## config.mk

```make
export PLATFORM = sky130hd
export DESIGN_NAME = uart_tx_arbiter
export DESIGN_NICKNAME = d
export VERILOG_FILES = /design/src/rtl/uart_pkg.sv /design/src/rtl/uart_tx_arbiter_rr_pick.sv /design/src/rtl/uart_tx_arbiter.sv
export SDC_FILE = /design/constraint.sdc
export NUM_CORES = 1
export LEC_CHECK = 0
export CORE_ASPECT_RATIO = 0.7
export CORE_MARGIN = 10
export CORE_UTILIZATION = 46
export CTS_CLUSTER_SIZE = 30
export DETAILED_ROUTE_END_ITERATION = 7
export PLACE_DENSITY = 0.8
export SETUP_SLACK_MARGIN = 0.2
export SLEW_MARGIN = 10
export SYNTH_ARGS = -nofsm -noshare
export SYNTH_HDL_FRONTEND = slang
export SYNTH_SLANG_ARGS = --single-unit
```

## constraint.sdc

```tcl
create_clock -name clk -period 2.9 [get_ports clk]
set_input_delay 0.29 -clock clk [delete_from_list [all_inputs] [get_ports clk]]
set_output_delay 0.29 -clock clk [all_outputs]
set_load 0.03 [all_outputs]
```

## src/rtl/uart_pkg.sv

```systemverilog
// Shared definitions for the UART transmit arbiter: FSM encoding, default frame
// width and width helpers.
package uart_pkg;

    localparam int UART_N_BITS = 8;

    localparam int ARB_STATE_W = 2;
    localparam logic [ARB_STATE_W-1:0] ARB_IDLE  = 2'd0;
    localparam logic [ARB_STATE_W-1:0] ARB_START = 2'd1;
    localparam logic [ARB_STATE_W-1:0] ARB_WAIT  = 2'd2;
    localparam logic [ARB_STATE_W-1:0] ARB_GAP   = 2'd3;

    // $clog2 that never yields a zero-width vector
    function automatic int clog2_min1(input int v);
        return (v <= 2) ? 1 : $clog2(v);
    endfunction

endpackage

```

## src/rtl/uart_tx_arbiter_rr_pick.sv

```systemverilog
// Combinational rotate-priority encoder: first valid requester at or above
// rr_ptr, wrapping around.
module rr_pick
    import uart_pkg::*;
#(
    parameter int N_REQ = 4,
    parameter int IDX_W = clog2_min1(N_REQ)
) (
    input  logic [N_REQ-1:0] req_valid,
    input  logic [IDX_W-1:0] rr_ptr,
    output logic             any,
    output logic [IDX_W-1:0] winner
);

    logic [IDX_W:0] sum;

    always_comb begin
        any    = 1'b0;
        winner = '0;
        sum    = '0;
        for (int i = 0; i < N_REQ; i++) begin
            sum = {1'b0, rr_ptr} + (IDX_W+1)'(i);
            if (sum >= (IDX_W+1)'(N_REQ)) begin
                sum = sum - (IDX_W+1)'(N_REQ);
            end
            if (!any && req_valid[sum[IDX_W-1:0]]) begin
                any    = 1'b1;
                winner = sum[IDX_W-1:0];
            end
        end
    end

endmodule

```

## src/rtl/uart_tx_arbiter.sv

```systemverilog
// Shares one uart_tx between N_REQ byte producers with an optional idle gap.
// Define UART_ARB_FIXED_PRIO_EN for fixed lowest-index-wins priority.
module uart_tx_arbiter
    import uart_pkg::*;
#(
    parameter int N_BITS    = UART_N_BITS,
    parameter int N_REQ     = 4,
    parameter int GAP_TICKS = 16
) (
    input  logic                       clk,
    input  logic                       reset,
    input  logic                       s_tick,
    input  logic [N_REQ-1:0]           req_valid,
    input  logic [N_REQ*N_BITS-1:0]    req_data,
    output logic [N_REQ-1:0]           req_ready,
    output logic                       tx_start,
    output logic [N_BITS-1:0]          tx_din,
    input  logic                       tx_done_tick,
    output logic [$clog2(N_REQ)-1:0]   grant_id,
    output logic                       busy
);

    localparam int IDX_W = $clog2(N_REQ);
    localparam int GAP_W = clog2_min1(GAP_TICKS + 1);
    localparam logic [GAP_W-1:0] GAP_LAST = GAP_W'((GAP_TICKS > 0) ? GAP_TICKS - 1 : 0);

    logic [ARB_STATE_W-1:0] state_q, state_d;
    logic                   tx_start_q, tx_start_d;
    logic [N_REQ-1:0]       req_ready_q, req_ready_d;
    logic [N_BITS-1:0]      tx_din_q, tx_din_d;
    logic [IDX_W-1:0]       grant_id_q, grant_id_d;
    logic                   busy_q, busy_d;
    logic [GAP_W-1:0]       gap_cnt_q, gap_cnt_d;

    logic                   pick_any;
    logic [IDX_W-1:0]       pick_idx;
    logic [IDX_W-1:0]       rr_ptr;

`ifdef UART_ARB_FIXED_PRIO_EN
    assign rr_ptr = '0;
`else
    logic [IDX_W-1:0] rr_ptr_q, rr_ptr_d;

    // Pointer advances past the winner while its grant is being issued
    always_comb begin
        rr_ptr_d = rr_ptr_q;
        if (state_q == ARB_START) begin
            rr_ptr_d = (grant_id_q == IDX_W'(N_REQ - 1)) ? '0 : grant_id_q + IDX_W'(1);
        end
    end

    always_ff @(posedge clk) begin
        if (reset) rr_ptr_q <= '0;
        else       rr_ptr_q <= rr_ptr_d;
    end

    assign rr_ptr = rr_ptr_q;
`endif

    rr_pick #(.N_REQ(N_REQ), .IDX_W(IDX_W)) u_pick (
        .req_valid (req_valid),
        .rr_ptr    (rr_ptr),
        .any       (pick_any),
        .winner    (pick_idx)
    );

    always_comb begin
        state_d     = state_q;
        tx_start_d  = 1'b0;
        req_ready_d = '0;
        tx_din_d    = tx_din_q;
        grant_id_d  = grant_id_q;
        gap_cnt_d   = gap_cnt_q;
        case (state_q)
            ARB_IDLE: begin
                if (pick_any) begin
                    state_d               = ARB_START;
                    tx_din_d              = req_data[pick_idx*N_BITS +: N_BITS];
                    grant_id_d            = pick_idx;
                    tx_start_d            = 1'b1;
                    req_ready_d[pick_idx] = 1'b1;
                end
            end
            ARB_START: state_d = ARB_WAIT;
            ARB_WAIT: begin
                // A tick coinciding with done is not part of the gap
                if (tx_done_tick) state_d = (GAP_TICKS > 0) ? ARB_GAP : ARB_IDLE;
            end
            ARB_GAP: begin
                if (s_tick) begin
                    if (gap_cnt_q == GAP_LAST) begin
                        gap_cnt_d = '0;
                        state_d   = ARB_IDLE;
                    end else begin
                        gap_cnt_d = gap_cnt_q + GAP_W'(1);
                    end
                end
            end
            default: state_d = ARB_IDLE;
        endcase
        busy_d = (state_d != ARB_IDLE);
    end

    always_ff @(posedge clk) begin
        if (reset) begin
            state_q     <= ARB_IDLE;
            tx_start_q  <= 1'b0;
            req_ready_q <= '0;
            tx_din_q    <= '0;
            grant_id_q  <= '0;
            busy_q      <= 1'b0;
            gap_cnt_q   <= '0;
        end else begin
            state_q     <= state_d;
            tx_start_q  <= tx_start_d;
            req_ready_q <= req_ready_d;
            tx_din_q    <= tx_din_d;
            grant_id_q  <= grant_id_d;
            busy_q      <= busy_d;
            gap_cnt_q   <= gap_cnt_d;
        end
    end

    assign req_ready = req_ready_q;
    assign tx_start  = tx_start_q;
    assign tx_din    = tx_din_q;
    assign grant_id  = grant_id_q;
    assign busy      = busy_q;

endmodule

```

==> metrics.md <==
| Metric | Value |
|---|---|
| Cell-by-cell trace of the critical path | `clkdlybuf4s50_1 -> a21boi_2 -> a2bb2oi_4 -> and2_4 -> a211oi_1 -> nor4_2` |
| Synth unique cells | `42` |
| FF+latch count, synth | `25` |
| Crit path time final | `2.01 ns` |
| Finished Layout Cells | `232` |
| Final Max Slew Viols | `0` |
| Clock sink count | `25` |
| TritonCTS Buffers | `3` |
| Post-Route M1 WL | `1880 um` |
| Area Overhead vs Synth | `41.5%` |
| Ant diodes | `0` |
| First-pass GRT wire length | `6540 um` |
| Crit Reg-Reg Startpoint | `rr_ptr[1]$_SDFFE_PP0P_` |
| Via count | `1285` |
| Fin nets | `239` |
| Power per cell area | `498 nW/um^2` |
| Post-CTS setup buffer count | `0` |
| Setup TNS | `0 ns` |
| Top layer in use | `met4` |
| Final Skew | `0.00243 ns` |
| Global placement routability congestion | `0.753` |
| Bufs and invs on worst path | `1` |
| CTS tree | `built` |
| Pin count of the biggest net entering global routing | `20` |
| Critical Path Max Stage Delay | `0.51 ns` |
| Worst hold path class | `reg -> reg` |
| Htree depth | `1` |
| Routed len/inst | `17.7 um` |
| Asr flop ratio synth | `0%` |
| Hold WS | `0.477 ns` |
| Share of cells above drive strength 1 | `18.4%` |
| Final Setup Violations | `0` |
| Vias per cell | `5.54` |
| Metal2 WL | `1960 um` |
| I/O pin count | `56` |
| TritonRoute pass-1 iters | `4` |
| Die Ht | `66.3 um` |
| Iteration-0 DRC Markers | `60` |
| Number of synthesized flops with an enable pin | `0` |
| IO Port Bufs | `55` |
| Routed wire length | `4100 um` |
| Hold Startpoint | `gap_cnt_q[4]$_SDFFE_PP0P_` |
| Critical path origin | `req_valid[1]` |
| Reg area | `500 um^2` |
| Total power draw | `994 uW` |
| Die area | `5720 um^2` |
| Hold-fix buffers, CTS | `0` |
| Post-synth net total | `186` |
| # fillers | `219` |
| Worst Tran Pin Value | `0.650 ns` |
| Cell Rows | `16` |
| Dpl cells | `228` |
| Syn. warnings | `0` |
| Hold Vio Cnt, Final | `0` |
| Total track usage | `14.0%` |
| Tcrit/Tclk final | `69.3%` |
| CP startpoint kind | `input pin` |
| Clock Latency Late Sink | `0.27 ns` |
| CTS clock-pin slew for the worst setup and hold paths | `0.09 ns` |
| Slowest-stage cell, CP | `clkdlybuf4s50_1` |
| Worst EP required | `3.09 ns` |
| CP endpoint kind | `flop` |
| Cell area after synthesis | `1410 um^2` |
| Post-CTS resize count | `0` |
| DRC errors left | `0` |
| Syn avg cell area | `9.80 um^2` |
| Max IR drop VDD | `262 uV` |
| Final ANT Viol Nets | `0` |
| Main flop type after synthesis | `dfxtp_1` |
| Die width | `86.2 um` |
| CP top delay family | `compound AO/OA/AOI/OAI gates` |
| DR WL met3 | `210 um` |
| CP arrival | `2.20 ns` |
| Fmax | `497 MHz` |
| Core ar. | `2860 um^2` |
| Critical path class | `in -> reg` |
| Total of max-cap violations | `0` |
| Crit path max fanout | `19` |
| Status | `completed` |
| Initial Utilization | `49.3%` |
| Leakage power | `0.701 nW` |
| Vias in the first global route | `1253` |
| Syn Inst Count | `144` |
| Unrepaired setup endpoints after global routing | `no` |
| Seq/Total Area, Yosys | `35.5%` |
| DPL Wire Length | `3330 um` |
| Max Root-Sink Buffers | `2` |
| Rel. slew slack | `56.4%` |
| Initial antenna violation count | `0` |
| Grt ovf | `0` |
| Multi-input gate area | `832 um^2` |
| CTS root buf | `clkbuf_8` |
==> final timing paths <==
check / end / slack [ns] / cells past startpoint
worst min register to register: gap_cnt_q[4]$_SDFFE_PP0P_ / 0.48 / 2
worst max-delay path: tx_din[2]$_SDFFE_PP0P_ / 0.89 / 6
worst min-delay path: gap_cnt_q[4]$_SDFFE_PP0P_ / 0.48 / 2
worst max register to register: tx_din[2]$_SDFFE_PP0P_ / 1.07 / 5
==> cells in the final DEF, fill, tap and decap left out, drive strengths merged <==
master	instances
xnor2	1
a21boi	17
nand4	1
clkdlybuf4s50	55
nand2	9
xor2	2
a221oi	1
clkinv	1
mux2i	2
and2b	1
dfxtp	25
nor3	2
buf	2
or3	1
ha	2
mux2	1
a31o	1
o22ai	1
a211oi	16
inv	2
and2	1
o21a	1
a2bb2oi	1
a41oi	1
a21oi	5
nor2b	2
nand2b	2
nor2	21
or2	1
and3	3
o21ai	1
nor4	11
clkbuf	3
==> report_power, final <==
part	leakage (nW)	internal, mW	total [mW]	switching, mW
Sequential	0.206	0.380	0.404	0.0245
Clock	0.0255	0.0963	0.209	0.113
Combinational	0.470	0.173	0.380	0.207
==> cells in the mapped netlist (2+ instances only) <==
cell type	count	area (um^2)
a211oi_1	8	60.1
a211oi_2	8	100
a21boi_0	15	113
a21oi_1	5	25.0
and3_1	3	18.8
buf_2	2	10.0
clkbuf_1	4	15.0
dfxtp_1	25	500
ha_1	2	25.0
mux2i_1	2	20.0
nand2_1	8	30.0
nor2_1	20	75.1
nor2b_1	2	12.5
nor3_1	2	10.0
nor4_1	2	12.5
nor4_2	9	113
xor2_1	2	17.5
==> through the flow <==
step,util [%],setup slack (ns),area [um^2]
after floorplan,-,1.37,1410
after global placement,68.1,0.735,1950
after detailed placement,68.1,0.601,1950
after CTS,69.8,0.889,2000
after global routing,69.8,0.769,2000
final,69.8,0.889,2000
==> cell type report <==
type | instances | area share, %
Timing Repair Buffer | 57 | 28.3
Inverter | 2 | 0.376
Clock buffer | 3 | 2.07
Sequential cell | 25 | 25.1
Tap cell | 36 | 2.26
Clock inverter | 1 | 0.251
Multi-Input combinational cell | 108 | 41.7
==> worst register-to-register path, stage by stage, from the launching register on <==
cell and delay, ns:
dfxtp_1 0.44, inv_1 0.13, a2bb2oi_4 0.38, and2_4 0.39, a211oi_1 0.14, nor4_2 0.27
==> kinds of logic after synthesis <==
kind of cell,count (synthesis),synth area share [%]
simple gates,55,24.9
compound gates,45,27.9
flops,25,35.5
buf+inv,11,5.58
xor+xnor,3,1.86
mux,3,2.48
fa+ha+maj,2,1.77
==> metal layers <==
| layer | global-route usage (%) | vias to the layer above |
|---|---|---|
| li1 | - | 629 |
| met1 | 17.5 | 617 |
| met2 | 23.3 | 35 |
| met3 | 3.69 | 4 |
| met4 | 3.63 | 0 |
| met5 | 0 | - |
==> state kept, by name, summed over array words and instances (netlist names) <==
register and flops:
req_ready 4, grant_id 2, rr_ptr 2, tx_start 1, tx_din 8, gap_cnt_q 5, state_q 2, busy 1
(Power assumes the default switching activity.)
